<file path="config.mk">
export PLATFORM = sky130hd
export DESIGN_NAME = servo_pulse_decoder
export DESIGN_NICKNAME = d
export VERILOG_FILES = /design/src/rtl/servo_pkg.sv /design/src/rtl/pwm_edge_sync.sv /design/src/rtl/servo_pulse_decoder.sv
export SDC_FILE = /design/constraint.sdc
export NUM_CORES = 1
export LEC_CHECK = 0
export ABC_CLOCK_PERIOD_IN_PS = 2900
export CORE_MARGIN = 2
export CORE_UTILIZATION = 60
export CTS_CLUSTER_DIAMETER = 150
export DETAILED_ROUTE_END_ITERATION = 8
export PLACE_DENSITY_LB_ADDON = 0.3
export SLEW_MARGIN = 20
export SYNTH_ARGS = -nofsm -noshare
export SYNTH_HDL_FRONTEND = slang
export SYNTH_HIERARCHICAL = 1
export SYNTH_SLANG_ARGS = --single-unit
</file>
<file path="constraint.sdc">
create_clock -name clk -period 2.9 [get_ports clk]
set_input_delay 0.58 -clock clk [delete_from_list [all_inputs] [get_ports clk]]
set_output_delay 0.58 -clock clk [all_outputs]
set_load 0.02 [all_outputs]
</file>
<file path="src/rtl/servo_pkg.sv">
// Shared servo timing constants and decoder state encoding.
// Imported by the servo PWM decoder and its sibling generator.
package servo_pkg;

  localparam int CLK_HZ              = 50_000_000;
  localparam int SERVO_PERIOD_CYCLES = 1_000_000;
  localparam int MIN_CYCLES          = 30_000;
  localparam int STEP_CYCLES         = 392;

  typedef enum logic [1:0] {
    ARM,
    WAIT_RISE,
    MEASURE
  } state_t;

endpackage

</file>
<file path="src/rtl/pwm_edge_sync.sv">
// Two-flop synchronizer plus delay flop.
// Produces one-cycle rise/fall pulses on the synchronized level.
module pwm_edge_sync (
  input  logic clk,
  input  logic rst,
  input  logic i_async,
  output logic o_sync,
  output logic o_rise,
  output logic o_fall
);

  logic r_meta;
  logic r_sync;
  logic r_dly;

  always_ff @(posedge clk or posedge rst) begin
    if (rst) begin
      r_meta <= 1'b0;
      r_sync <= 1'b0;
      r_dly  <= 1'b0;
    end else begin
      r_meta <= i_async;
      r_sync <= r_meta;
      r_dly  <= r_sync;
    end
  end

  assign o_sync = r_sync;
  assign o_rise = r_sync & ~r_dly;
  assign o_fall = ~r_sync & r_dly;

endmodule

</file>
<file path="src/rtl/servo_pulse_decoder.sv">
// Servo PWM high-time decoder: width -> 8-bit position code,
// with glitch/overlong pulse rejection and loss-of-signal flag.
module servo_pulse_decoder #(
  parameter int MIN_CYCLES       = servo_pkg::MIN_CYCLES,
  parameter int STEP_CYCLES      = servo_pkg::STEP_CYCLES,
  parameter int GLITCH_CYCLES    = 25_000,
  parameter int MAX_PULSE_CYCLES = 150_000,
  parameter int TIMEOUT_CYCLES   = 1_250_000
) (
  input  logic       clk,
  input  logic       rst,
  input  logic       pwm_in,
  output logic [7:0] position,
  output logic       valid,
  output logic       pulse_err,
  output logic       signal_lost
);

  import servo_pkg::*;

  localparam int WW = $clog2(MAX_PULSE_CYCLES + 1);
  localparam int TW = $clog2(TIMEOUT_CYCLES + 1);
  localparam int SW = $clog2(STEP_CYCLES);

  localparam logic [WW-1:0] L_MIN    = WW'(MIN_CYCLES);
  localparam logic [WW-1:0] L_GLITCH = WW'(GLITCH_CYCLES);
  localparam logic [WW-1:0] L_MAX    = WW'(MAX_PULSE_CYCLES);
  localparam logic [TW-1:0] L_TO     = TW'(TIMEOUT_CYCLES);
  localparam logic [SW-1:0] L_SLAST  = SW'(STEP_CYCLES - 1);

  logic w_pwm_s;
  logic w_rise;
  logic w_fall;

  state_t        r_state;
  state_t        w_state_nxt;
  logic [WW-1:0] r_width;
  logic [WW-1:0] w_width_nxt;
  logic [WW-1:0] w_wcur;
  logic [SW-1:0] r_step;
  logic [SW-1:0] w_step_nxt;
  logic [7:0]    r_acc;
  logic [7:0]    w_acc_nxt;
  logic [7:0]    r_pos;
  logic [7:0]    w_pos_nxt;
  logic          r_valid;
  logic          w_valid_nxt;
  logic          r_err;
  logic          w_err_nxt;
  logic [TW-1:0] r_to;
  logic [1:0]    r_settle;

  pwm_edge_sync u_sync (
    .clk     (clk),
    .rst     (rst),
    .i_async (pwm_in),
    .o_sync  (w_pwm_s),
    .o_rise  (w_rise),
    .o_fall  (w_fall)
  );

  assign w_wcur = (r_width == L_MAX) ? r_width : r_width + WW'(1);

  always_comb begin
    w_state_nxt = r_state;
    w_width_nxt = r_width;
    w_step_nxt  = r_step;
    w_acc_nxt   = r_acc;
    w_pos_nxt   = r_pos;
    w_valid_nxt = 1'b0;
    w_err_nxt   = 1'b0;
    unique case (r_state)
      // Synchronizer reads 0 right after reset; wait until it tracks the pin
      ARM: begin
        if (r_settle == 2'd3 && !w_pwm_s) w_state_nxt = WAIT_RISE;
      end
      WAIT_RISE: begin
        if (w_rise) begin
          w_state_nxt = MEASURE;
          w_width_nxt = WW'(1);
          w_step_nxt  = '0;
          w_acc_nxt   = '0;
        end
      end
      MEASURE: begin
        if (w_fall) begin
          w_state_nxt = WAIT_RISE;
          if (r_width < L_GLITCH) begin
            w_err_nxt = 1'b1;
          end else begin
            w_valid_nxt = 1'b1;
            w_pos_nxt   = (r_width < L_MIN) ? 8'd0 : r_acc;
          end
        end else if (w_wcur == L_MAX) begin
          w_err_nxt   = 1'b1;
          w_state_nxt = ARM;
        end else begin
          w_width_nxt = w_wcur;
          if (w_wcur > L_MIN) begin
            if (r_step == L_SLAST) begin
              w_step_nxt = '0;
              if (r_acc != 8'hFF) w_acc_nxt = r_acc + 8'd1;
            end else begin
              w_step_nxt = r_step + SW'(1);
            end
          end
        end
      end
      default: w_state_nxt = ARM;
    endcase
  end

  always_ff @(posedge clk or posedge rst) begin
    if (rst) begin
      r_state  <= ARM;
      r_width  <= '0;
      r_step   <= '0;
      r_acc    <= '0;
      r_pos    <= '0;
      r_valid  <= 1'b0;
      r_err    <= 1'b0;
      r_to     <= '0;
      r_settle <= '0;
    end else begin
      r_state <= w_state_nxt;
      r_width <= w_width_nxt;
      r_step  <= w_step_nxt;
      r_acc   <= w_acc_nxt;
      r_pos   <= w_pos_nxt;
      r_valid <= w_valid_nxt;
      r_err   <= w_err_nxt;
      if (r_settle != 2'd3) r_settle <= r_settle + 2'd1;
      if (w_rise)            r_to <= '0;
      else if (r_to != L_TO) r_to <= r_to + TW'(1);
    end
  end

  assign position    = r_pos;
  assign valid       = r_valid;
  assign pulse_err   = r_err;
  assign signal_lost = (r_to == L_TO);

endmodule

</file>
==> results.json <==
{
  "route.detailed.drc": 0,
  "core_area_mm2": 0.00721,
  "antenna_found_initial": 0,
  "fmax_mhz": 361,
  "grt_max_degree": 71,
  "fin_skew_ns": 0.0101,
  "ys_ff_latch": 73,
  "cts_root_buf": "clkbuf_8",
  "cellPowerDensity_mw_per_mm2": 494,
  "clock_sink_count": 73,
  "worstPathRequired_ns": 3.15,
  "finalWirelength_um": 10300,
  "tightest_slew_ns": 0.632,
  "synth_ff_type": "dfrtp_1",
  "dieHeight_um": 89.9,
  "grt_overflow": 0,
  "cts_tree": "built",
  "diodes": 0,
  "netlist_instances": 509,
  "dr.pass1.iters": 6,
  "switchingPower_uw": 858,
  "dpl_cell_area_mm2": 0.00475,
  "outcome": "finished clean",
  "cts.htree.levels": 3,
  "seqPwrFrac": 0.461,
  "num_rows": 31,
  "p_int_mw": 1.62,
  "worst_setup_path_start_kind": "flip-flop",
  "routabilityCongestion": 0.924,
  "ys_warn_count": 6,
  "peakVddDrop_uv": 268,
  "hold_path.class": "flip-flop to flip-flop",
  "design_area_mm2": 0.00500,
  "worst_path_largest_cell_delay_ns": 0.49,
  "final_core_util": 0.694,
  "synth_cell_types": 63,
  "io_buffer_count": 13,
  "fp.dieW_um": 89.9,
  "worst_ep_arrival_time_ns": 3.03,
  "power.share.switching": 0.347,
  "grt_pass1_vias": 3598,
  "io_pins": 14,
  "p_comb_frac": 0.236,
  "setup_violations": 0,
  "critPathKind": "flip-flop to flip-flop",
  "cts-buffers-inserted": 9,
  "insertion_delay_ns": 0.35,
  "drive_gt1_frac": 0.151,
  "rrSetupSlack_ns": 0.13,
  "routedWlPerCell_um": 16.3,
  "period_needed_ns": 2.77,
  "p_clk_frac": 0.303,
  "fin_crit_sh": 0.956,
  "grt.total_usage": 0.257,
  "finalHoldViolations": 0,
  "path_buf_inv": 2,
  "syn2layout_area_growth_pct": 12.9,
  "path_cells": "buf_6 > nand4_4 > or4_1 > or3_1 > a211oi_2 > nand4_2 > a21boi_4 > buf_2 > o21ai_1 > o31ai_1",
  "power_mw": 2.47,
  "drtIter0Drc": 314,
  "power.leakage_nw": 2.08,
  "synth.avg_cell_area_um2": 8.71,
  "ant_nets": 0,
  "nets": 542,
  "slew_headroom": 0.578,
  "synth_area_mm2": 0.00443,
  "die_area_mm2": 0.00809,
  "drv_cap": 0,
  "cp_max_fo": 10,
  "slew_violations": 0,
  "clk_pin_slew_worst_paths_ns": 0.08,
  "crit_family": "simple AND/OR/NAND/NOR gates",
  "grt_pass1_wl_um": 17000,
  "post_drt_via_cell_ratio": 6.12,
  "dpl.hpwl_um": 7060,
  "syn-num-nets": 519,
  "synth_edf_count": 0,
  "clk_path_buf_depth": 2,
  "via_count": 3894,
  "synthArstFlopShare": 1.00,
  "worstSetupEndpointType": "flip-flop",
  "critPathSlowestCell": "or4_1",
  "initial_core_util": 0.614,
  "ys_seq_area_frac": 0.412,
  "post_cts_buffers": 0
}
==> kinds of logic after synthesis <==
family / count (synthesis) / share of synthesized area
compound gates: 129 / 0.184
buf+inv: 55 / 0.0615
mux: 2 / 0.00480
fa+ha+maj: 7 / 0.0198
flops: 73 / 0.412
simple gates: 219 / 0.270
xor+xnor: 24 / 0.0474
==> cell type report <==
cell class	count	area [um^2]
fill	559	2210
tap	99	124
clock inverter	7	61.3
timing repair buffer	47	409
inverter	20	75.1
multi-input combinational	381	2380
clock buffer	9	124
sequential	73	1830
==> cell usage after synthesis (4+ instances only) <==
master,number,area [um^2]
ha_1,7,87.6
o21ai_0,33,165
nand3_1,21,105
buf_4,6,45.0
a21oi_1,26,130
nand3b_1,4,30.0
nor2_1,41,154
o211ai_1,4,30.0
or3_1,6,37.5
o21ai_1,18,90.1
and2_1,5,31.3
or2_2,4,25.0
nor4b_1,4,35.0
clkbuf_1,12,45.0
nand2_1,56,210
and4_1,6,52.6
o31ai_1,17,128
buf_2,11,55.1
and3_1,15,93.8
nor4_1,5,31.3
or4_1,5,37.5
nor3_1,11,55.1
dfrtp_1,73,1830
nand4_1,14,87.6
nand2b_1,5,31.3
xor2_1,15,131
xnor2_1,9,78.8
inv_1,19,71.3
buf_6,4,45.0
==> worst paths after layout <==
kind / from / endpoint / cells past startpoint
min: u_sync/r_meta / u_sync/o_sync / 0
max reg2reg: r_width[0] / r_width[9] / 10
max in group asynchronous: rst / r_width[3] / 3
min in group asynchronous: rst / u_sync/o_sync / 2
max: r_width[0] / r_width[9] / 10
min reg2reg: u_sync/r_meta / u_sync/o_sync / 0
==> metal layers <==
metal	wire, um	track usage	vias to the layer above
li1	-	-	1878
met1	4720	0.352	1828
met2	4770	0.405	161
met3	620	0.0436	27
met4	230	0.114	0
met5	0	0	-
==> power groups by stage <==
stage	Combinational, mW	Clock, mW	Sequential, mW
floorplan	0.420	0	1.13
global placement	0.518	0	1.15
detailed placement	0.533	0	1.15
CTS	0.535	0.770	1.13
global route	0.644	0.810	1.15
finish	0.585	0.749	1.14
==> what timing repair did <==
item / 4_1_cts / 5_1_grt
pin swaps: 0 / 4
cloned: 0 / 1
gates resized for setup: 1 / 17
setup endpoints to repair: 1 / 30
hold buffers: 0 / 0
==> flip-flops by register name, indices dropped and copies added (netlist names) <==
name / flops
r_to: 21
r_width: 18
r_step: 9
position: 8
r_acc: 8
r_settle: 2
r_state: 2
pulse_err: 1
u_sync/o_sync: 1
u_sync/r_dly: 1
u_sync/r_meta: 1
valid: 1
==> cells in the final DEF, fill, tap and decap left out, types with 6 or more instances in the layout <==
cell	instances
nand2_1	56
nand4_1	14
nor3_1	11
inv_1	18
ha_1	6
clkdlybuf4s50_1	12
o21ai_1	18
and3_1	14
a21oi_1	26
o21ai_0	33
nor2_1	41
dfrtp_1	70
nand3_1	20
o31ai_1	17
xnor2_1	9
xor2_1	15
clkbuf_8	9
buf_4	28
==> stage by stage <==
stage | hold WS (ns) | std cells | worst slack [ns] | setup TNS [ns]
6_report | 0.357 | 636 | 0.127 | 0
4_1_cts | 0.362 | 635 | 0.0600 | 0
5_1_grt | 0.383 | 636 | -0.0113 | -0.0258
3_5_place_dp | 0.343 | 619 | 0.0782 | 0
2_1_floorplan | 0.331 | 509 | 0.366 | 0
3_3_place_gp | 0.347 | 619 | 0.107 | 0
Note: power is estimated with default switching activity, not from simulation.
